==> config.mk <==
export PLATFORM = sky130hd
export DESIGN_NAME = matrix_mem_responder
export DESIGN_NICKNAME = d
export VERILOG_FILES = /design/src/rtl/matrix_pkg.sv /design/src/rtl/operand_bank.sv /design/src/rtl/matrix_mem_responder.sv
export SDC_FILE = /design/constraint.sdc
export NUM_CORES = 1
export LEC_CHECK = 0
export BUFFER_PORTS_ARGS = -buffer_cell sky130_fd_sc_hd__buf_2
export CORE_ASPECT_RATIO = 1.25
export CORE_MARGIN = 5
export CORE_UTILIZATION = 30
export CTS_CLUSTER_DIAMETER = 200
export DETAILED_ROUTE_END_ITERATION = 8
export GPL_TIMING_DRIVEN = 0
export HOLD_SLACK_MARGIN = 0.02
export PLACE_DENSITY_LB_ADDON = 0.25
export SYNTH_ARGS = -nofsm -noshare
export SYNTH_HDL_FRONTEND = slang
export SYNTH_SLANG_ARGS = --single-unit
==> constraint.sdc <==
create_clock -name clk -period 6.4 [get_ports clk]
set_clock_uncertainty 0.15 [all_clocks]
set_input_delay 0 -clock clk [delete_from_list [all_inputs] [get_ports clk]]
set_output_delay 0 -clock clk [all_outputs]
set_load 0.005 [all_outputs]
==> src/rtl/matrix_pkg.sv <==
// Shared definitions for the matrix memory responder: default sizes,
// operand bank selectors and the run-tracking state encoding.
package matrix_pkg;

  localparam int N_DEF  = 2;
  localparam int W_DEF  = 8;
  localparam int AW_DEF = 32;

  localparam logic BANK_A = 1'b0;
  localparam logic BANK_B = 1'b1;

  typedef enum logic [1:0] {
    IDLE = 2'd0,
    RUN  = 2'd1,
    DONE = 2'd2
  } state_t;

endpackage

==> src/rtl/operand_bank.sv <==
// Single-write operand store with a registered read address; out-of-range
// read addresses are clamped to entry 0 and reported through rd_oob.
module operand_bank #(
  parameter int DEPTH = 4,
  parameter int W     = 8,
  parameter int AW    = 32,
  parameter int IW    = (DEPTH > 1) ? $clog2(DEPTH) : 1
) (
  input  logic                clk,
  input  logic                reset,
  input  logic                wr_en,
  input  logic [IW-1:0]       wr_addr,
  input  logic signed [W-1:0] wr_data,
  input  logic [AW-1:0]       rd_addr,
  input  logic                rd_en,
  output logic signed [W-1:0] rd_data,
  output logic                rd_oob
);

  logic signed [W-1:0] mem_reg [DEPTH];
  logic [IW-1:0]       addr_reg;
  logic                rd_ok;

  assign rd_ok  = rd_addr < AW'(DEPTH);
  assign rd_oob = rd_en && !rd_ok;

  always_ff @(posedge clk) begin
    if (wr_en) mem_reg[wr_addr] <= wr_data;
  end

  // The address is captured every cycle; rd_en only qualifies error reporting.
  always_ff @(posedge clk or negedge reset) begin
    if (!reset) addr_reg <= '0;
    else        addr_reg <= rd_ok ? rd_addr[IW-1:0] : '0;
  end

  assign rd_data = mem_reg[addr_reg];

endmodule

==> src/rtl/matrix_mem_responder.sv <==
// Memory-side responder for the matrix control FSM: A/B operand banks, a
// clearable C result bank with a write bitmap, a host port and run tracking.
module matrix_mem_responder
  import matrix_pkg::*;
#(
  parameter int N  = N_DEF,
  parameter int W  = W_DEF,
  parameter int AW = AW_DEF
) (
  input  logic                  clk,
  input  logic                  reset,
  input  logic                  host_wr_en,
  input  logic                  host_sel,
  input  logic [AW-1:0]         host_addr,
  input  logic signed [W-1:0]   host_wdata,
  input  logic                  host_rd_en,
  input  logic [AW-1:0]         host_rd_addr,
  output logic signed [2*W-1:0] host_rd_data,
  output logic                  host_rd_valid,
  input  logic                  run_start,
  input  logic [AW-1:0]         read_addr_A,
  input  logic                  read_en_A,
  output logic signed [W-1:0]   A_out,
  input  logic [AW-1:0]         read_addr_B,
  input  logic                  read_en_B,
  output logic signed [W-1:0]   B_out,
  input  logic [AW-1:0]         write_addr_C,
  input  logic                  write_en_C,
  input  logic signed [2*W-1:0] C_in,
  output logic [AW-1:0]         c_write_count,
  output logic                  run_done,
  output logic                  oob_error,
  output logic                  host_conflict
);

  localparam int              DEPTH   = N * N;
  localparam int              IW      = (DEPTH > 1) ? $clog2(DEPTH) : 1;
  localparam logic [AW-1:0]   DEPTH_A = AW'(DEPTH);

  state_t state_reg, state_next;

  logic                  host_addr_ok, host_rd_ok, c_addr_ok;
  logic                  host_wr_ok, c_wr_ok, c_first, last_write;
  logic                  a_oob, b_oob, oob_set;
  logic [IW-1:0]         c_idx;
  logic [DEPTH-1:0]      bitmap;
  logic signed [2*W-1:0] c_bank [DEPTH];

  assign host_addr_ok = host_addr < DEPTH_A;
  assign host_rd_ok   = host_rd_addr < DEPTH_A;
  assign c_addr_ok    = write_addr_C < DEPTH_A;
  assign c_idx        = write_addr_C[IW-1:0];

  assign host_wr_ok = host_wr_en && (state_reg != RUN) && host_addr_ok;
  // A run_start in the same cycle wins over the C write.
  assign c_wr_ok    = write_en_C && (state_reg == RUN) && !run_start && c_addr_ok;
  assign c_first    = c_wr_ok && !bitmap[c_idx];
  assign last_write = c_first && (c_write_count == DEPTH_A - AW'(1));

  operand_bank #(.DEPTH(DEPTH), .W(W), .AW(AW), .IW(IW)) u_bank_a (
    .clk     (clk),
    .reset   (reset),
    .wr_en   (host_wr_ok && (host_sel == BANK_A)),
    .wr_addr (host_addr[IW-1:0]),
    .wr_data (host_wdata),
    .rd_addr (read_addr_A),
    .rd_en   (read_en_A),
    .rd_data (A_out),
    .rd_oob  (a_oob)
  );

  operand_bank #(.DEPTH(DEPTH), .W(W), .AW(AW), .IW(IW)) u_bank_b (
    .clk     (clk),
    .reset   (reset),
    .wr_en   (host_wr_ok && (host_sel == BANK_B)),
    .wr_addr (host_addr[IW-1:0]),
    .wr_data (host_wdata),
    .rd_addr (read_addr_B),
    .rd_en   (read_en_B),
    .rd_data (B_out),
    .rd_oob  (b_oob)
  );

  always_comb begin
    state_next = state_reg;
    case (state_reg)
      IDLE:    if (run_start) state_next = RUN;
      RUN:     if (run_start) state_next = RUN;
               else if (last_write) state_next = DONE;
      DONE:    if (run_start) state_next = RUN;
               else if (host_wr_en) state_next = IDLE;
      default: state_next = IDLE;
    endcase
  end

  always_ff @(posedge clk or negedge reset) begin
    if (!reset) state_reg <= IDLE;
    else        state_reg <= state_next;
  end

  // C entries are individual registers so run_start can clear them in one cycle.
  genvar gi;
  generate
    for (gi = 0; gi < DEPTH; gi++) begin : g_c_entry
      logic                  written_reg;
      logic signed [2*W-1:0] data_reg;

      always_ff @(posedge clk or negedge reset) begin
        if (!reset)                             written_reg <= 1'b0;
        else if (run_start)                     written_reg <= 1'b0;
        else if (c_wr_ok && c_idx == IW'(gi))   written_reg <= 1'b1;
      end

      always_ff @(posedge clk) begin
        if (run_start)                          data_reg <= '0;
        else if (c_wr_ok && c_idx == IW'(gi))   data_reg <= C_in;
      end

      assign bitmap[gi] = written_reg;
      assign c_bank[gi] = data_reg;
    end
  endgenerate

  always_ff @(posedge clk or negedge reset) begin
    if (!reset) begin
      c_write_count <= '0;
      run_done      <= 1'b0;
    end else if (run_start) begin
      c_write_count <= '0;
      run_done      <= 1'b0;
    end else if (c_first) begin
      c_write_count <= c_write_count + AW'(1);
      if (last_write) run_done <= 1'b1;
    end
  end

  always_ff @(posedge clk or negedge reset) begin
    if (!reset) begin
      host_rd_data  <= '0;
      host_rd_valid <= 1'b0;
    end else begin
      host_rd_valid <= host_rd_en;
      if (host_rd_en) host_rd_data <= host_rd_ok ? c_bank[host_rd_addr[IW-1:0]] : '0;
    end
  end

  assign oob_set = a_oob || b_oob
                || (host_wr_en && (state_reg != RUN) && !host_addr_ok)
                || (write_en_C && (state_reg == RUN) && !c_addr_ok)
                || (host_rd_en && !host_rd_ok);

  always_ff @(posedge clk or negedge reset) begin
    if (!reset) begin
      oob_error     <= 1'b0;
      host_conflict <= 1'b0;
    end else begin
      if (oob_set) oob_error <= 1'b1;
      if (host_wr_en && (state_reg == RUN)) host_conflict <= 1'b1;
    end
  end

endmodule

==> results.env <==
GROUTE.USAGE.OVERALL_PCT=15.4
DRTANTENNAVIOLNETS=0
SYNTH-SEQ-CELLS=190
FIN_SETUP_TNS_NS=0
WIRELENGTH_UM=24500
ASYNCSETRESETFLOPFRACSYNTH_PCT=32.6
STARTING_DENSITY_PCT=30.3
CLOCK_PIN_SLEW_WORST_SETUP_AND_HOLD_PATHS_NS=0.07
LAYOUT_COMMON_CELLS='sky130_fd_sc_hd__buf_2, sky130_fd_sc_hd__nor2_1, sky130_fd_sc_hd__mux2i_1'
NET_SW_SHARE_PCT=23.6
POWER_DENSITY_nW_PER_UM2=221
FIRST_PASS_GRT_WIRE_LENGTH_UM=38300
PORT_BUFFER_COUNT=257
CTS-BUFFERS-INSERTED=17
CRITICAL_PATH.REG2REG.STARTPOINT='state_reg[0]'
R2R_SLACK_NS=3.38
DETAIL_ROUTE.FIRST_PASS.ITERATIONS=5
PIN_COUNT=261
SYNTH_FP_NETS=878
POST-ROUTE-DRC-COUNT=0
POSTLAYOUTCOREUTIL_PCT=40.5
FINALNETCOUNT=1199
NUMBER_OF_ANTENNA_DIODES=0
DRTITER0DRC=303
GRT_MAX_DEGREE=51
CRIT_REQUIRED_NS=6.33
R2R_END='u_bank_b.mem_reg[0][4]'
NETSWITCHINGPOWER_uW=579
P_INT_uW=1880
FMAXACHIEVABLE_GHz=0.331
LARGEST_REG_FLOPS=64
WORST_SLACK_NS=3.38
POST_CTS_BUFFERS=0
DRIVE_ABOVE_1_SHARE_PCT=33.3
RSZ0062_AT_GRT='false'
CRIT_PATH_START='state_reg[0]'
WORST-R2R-CELL-COUNT=5
POWER.SHARE.CLOCK_PCT=43.3
END_KIND='flop'
GRT_PASS1_VIAS=6753
DETAILEDPLACEMENTHPWL_UM=18100
CLK_PATH_BUF_DEPTH=2
WORSTPATHMAXFANOUT=8
WORST_SKEW_PAIR.LATE_LATENCY_NS=0.43
GLOBALROUTE.TOTALOVERFLOW=0
DIE_H_UM=196
SYNTHESIS.AREA_SQ_UM=8320
CTS_REPAIR_RESIZE_COUNT=0
ROUTE.DETAILED.VIAS_PER_INST=4.93
WORSTSETUPENDPOINT='u_bank_b.mem_reg[0][4]'
FINALSETUPVIOLCOUNT=0
AREA.SEQUENTIAL_SQ_UM=4750
DOMINANTREGCELLSYNTH='sky130_fd_sc_hd__edfxtp_1'
SHARE_SEQ_OF_TOTAL_POWER_PCT=50.8
LAYOUT_COMMONEST_CELL='sky130_fd_sc_hd__buf_2'
MEAN_INSTANCE_SIZE_IN_THE_SYNTHESIZED_NETLIST_SQ_UM=12.2
AREA.GROWTH.SYNTH_TO_FINAL_PCT=33.6
SYNTH_ENABLE_FLOP_CELLS=64
WORSTSETUPSTARTPOINTTYPE='flop'
POST_CTS_HOLD_BUFFER_COUNT=43
MULTI_INPUT_COMB_AREA_SQ_UM=3360
CTS_MAX_LEVEL=4
SYNTH.LIB_CELLS_USED.DISTINCT=43
RELSLEWSLACK_PCT=40.4
WORST-ENDPOINT-ARRIVAL_NS=2.95
CORE_AREA_SQ_UM=27500
YOSYSSEQAREASHARE_PCT=57.1
FINAL_MIN_PERIOD_OVER_CLOCK_PERIOD_PCT=47.3
NETLIST_INSTANCES=684
YS_WARN_COUNT=0
MAX_CAP_VIOLATIONS=0
POWER.LEAKAGE_uW=0.00496
N_FILL_CELL=2664
CLOCK_TREE.ROOT_CELL='sky130_fd_sc_hd__clkbuf_16'
POST_PLACEMENT_WORST_SETUP_SLACK_NS=3.23
DRT-WIRELENGTH-PER-CELL_UM=17.9
PLACE.GP.CONGESTION=0.838
ANTENNA_FOUND_INITIAL=0
MAX_SLEW.WORST_PIN.SLEW_NS=0.894
RESULT_OF_THE_RUN='completed'
DIEWIDTH_UM=159
DIE_AREA_SQ_UM=31200
VIA_COUNT=6738
CTS_TREE='yes'
WORST_CASE_HOLD_SLACK_NS=0.0455
ROWS=68
HOLDCRITPATHCLASS='input port to flop'
POWER.IR.VDD_WORST_mV=0.163
PWR-SHARE-COMB_PCT=5.9
TRITONCTS_NUM_SINKS=190
TOTALPOWERFINAL_uW=2460
CRITPATHKIND='flop to flop'
POST-ROUTE-MIN-PERIOD_NS=3.02
FINAL_REPORT_HOLD_VIOLATION_COUNT=0
SLEW_VIOL_FINAL=0
-- power groups by stage --
stage | logic (uW) | clock network (uW) | registers (uW)
2_1_floorplan | 31.5 | 0 | 1280
3_3_place_gp | 126 | 0 | 1280
3_5_place_dp | 129 | 0 | 1280
4_1_cts | 148 | 1100 | 1250
5_1_grt | 161 | 1150 | 1250
6_report | 146 | 1060 | 1250
-- metal layers --
metal	vias up	GRT usage, %	wire, um
met1	3317	19.8	10700
met4	0	4.55	362
li1	3250	-	-
met2	149	26.6	12600
met3	22	2.88	827
met5	-	0	0
-- through the flow --
stage	std cells	instance area [sq um]
2_1_floorplan	684	8320
3_3_place_gp	1291	10000
3_5_place_dp	1292	10100
4_1_cts	1367	11100
5_1_grt	1368	11100
6_report	1368	11100
-- area by class of cell --
class                   instances  share of cell area [%]
clock buffers                  17                    3.82
plain buffers                  42                    1.56
flip-flops and latches        190                    42.7
clock inverters                15                    1.56
multi-input cells             440                    30.2
inverters                      12                   0.405
well taps                     350                    3.94
repair buffers                302                    15.8
-- worst max-delay path, cell delays in order, from the launching register on --
cell and delay [ns]:
sky130_fd_sc_hd__dfrtp_1 0.41, sky130_fd_sc_hd__nor2b_1 0.17, sky130_fd_sc_hd__nand2b_1 0.21, sky130_fd_sc_hd__nor4_1 0.59, sky130_fd_sc_hd__nor3b_1 0.30, sky130_fd_sc_hd__dlygate4sd3_1 0.86
-- cells by family after synthesis --
| family | after synthesis | share of synthesized area (%) |
|---|---|---|
| AND/OR/NAND/NOR | 252 | 16.4 |
| adder cells (fa/ha/maj) | 1 | 0.150 |
| flip-flops | 190 | 57.1 |
| buffers and inverters | 54 | 2.63 |
| XOR/XNOR | 1 | 0.105 |
| multiplexers | 113 | 18.5 |
| AO/OA/AOI/OAI | 73 | 5.08 |
-- how the worst min path moves through the flow --
stage               cells past startpoint                 to       start
floorplan                               0   c_write_count[0]       reset
global placement                        1      host_rd_valid  host_rd_en
CTS                                     3       state_reg[1]   run_start
global route                            2      host_rd_valid  host_rd_en
detailed placement                      1  c_write_count[17]       reset
finish                                  3       state_reg[1]   run_start
-- synthesized netlist by cell type (2+ instances only) --
| library cell | instances | share of area [%] |
|---|---|---|
| sky130_fd_sc_hd__a21oi_1 | 32 | 1.9 |
| sky130_fd_sc_hd__and2_1 | 5 | 0.38 |
| sky130_fd_sc_hd__and3_1 | 6 | 0.45 |
| sky130_fd_sc_hd__and3b_1 | 4 | 0.42 |
| sky130_fd_sc_hd__and4_1 | 5 | 0.53 |
| sky130_fd_sc_hd__buf_1 | 4 | 0.18 |
| sky130_fd_sc_hd__buf_2 | 7 | 0.42 |
| sky130_fd_sc_hd__clkbuf_1 | 30 | 1.4 |
| sky130_fd_sc_hd__dfrtp_1 | 62 | 19 |
| sky130_fd_sc_hd__dfxtp_1 | 64 | 15 |
| sky130_fd_sc_hd__edfxtp_1 | 64 | 23 |
| sky130_fd_sc_hd__inv_1 | 12 | 0.54 |
| sky130_fd_sc_hd__mux2i_1 | 80 | 9.6 |
| sky130_fd_sc_hd__mux4_2 | 33 | 8.9 |
| sky130_fd_sc_hd__nand2_1 | 18 | 0.81 |
| sky130_fd_sc_hd__nand3_1 | 8 | 0.48 |
| sky130_fd_sc_hd__nand4_1 | 19 | 1.4 |
| sky130_fd_sc_hd__nand4b_1 | 3 | 0.32 |
| sky130_fd_sc_hd__nor2_1 | 93 | 4.2 |
| sky130_fd_sc_hd__nor2b_1 | 4 | 0.30 |
| sky130_fd_sc_hd__nor3_1 | 2 | 0.12 |
| sky130_fd_sc_hd__nor3b_1 | 2 | 0.18 |
| sky130_fd_sc_hd__nor4_1 | 45 | 3.4 |
| sky130_fd_sc_hd__o21a_1 | 2 | 0.18 |
| sky130_fd_sc_hd__o21ai_0 | 20 | 1.2 |
| sky130_fd_sc_hd__o31ai_1 | 15 | 1.4 |
| sky130_fd_sc_hd__or3_1 | 14 | 1.1 |
| sky130_fd_sc_hd__or3_2 | 2 | 0.18 |
| sky130_fd_sc_hd__or4_1 | 15 | 1.4 |
(Power assumes the default switching activity.)
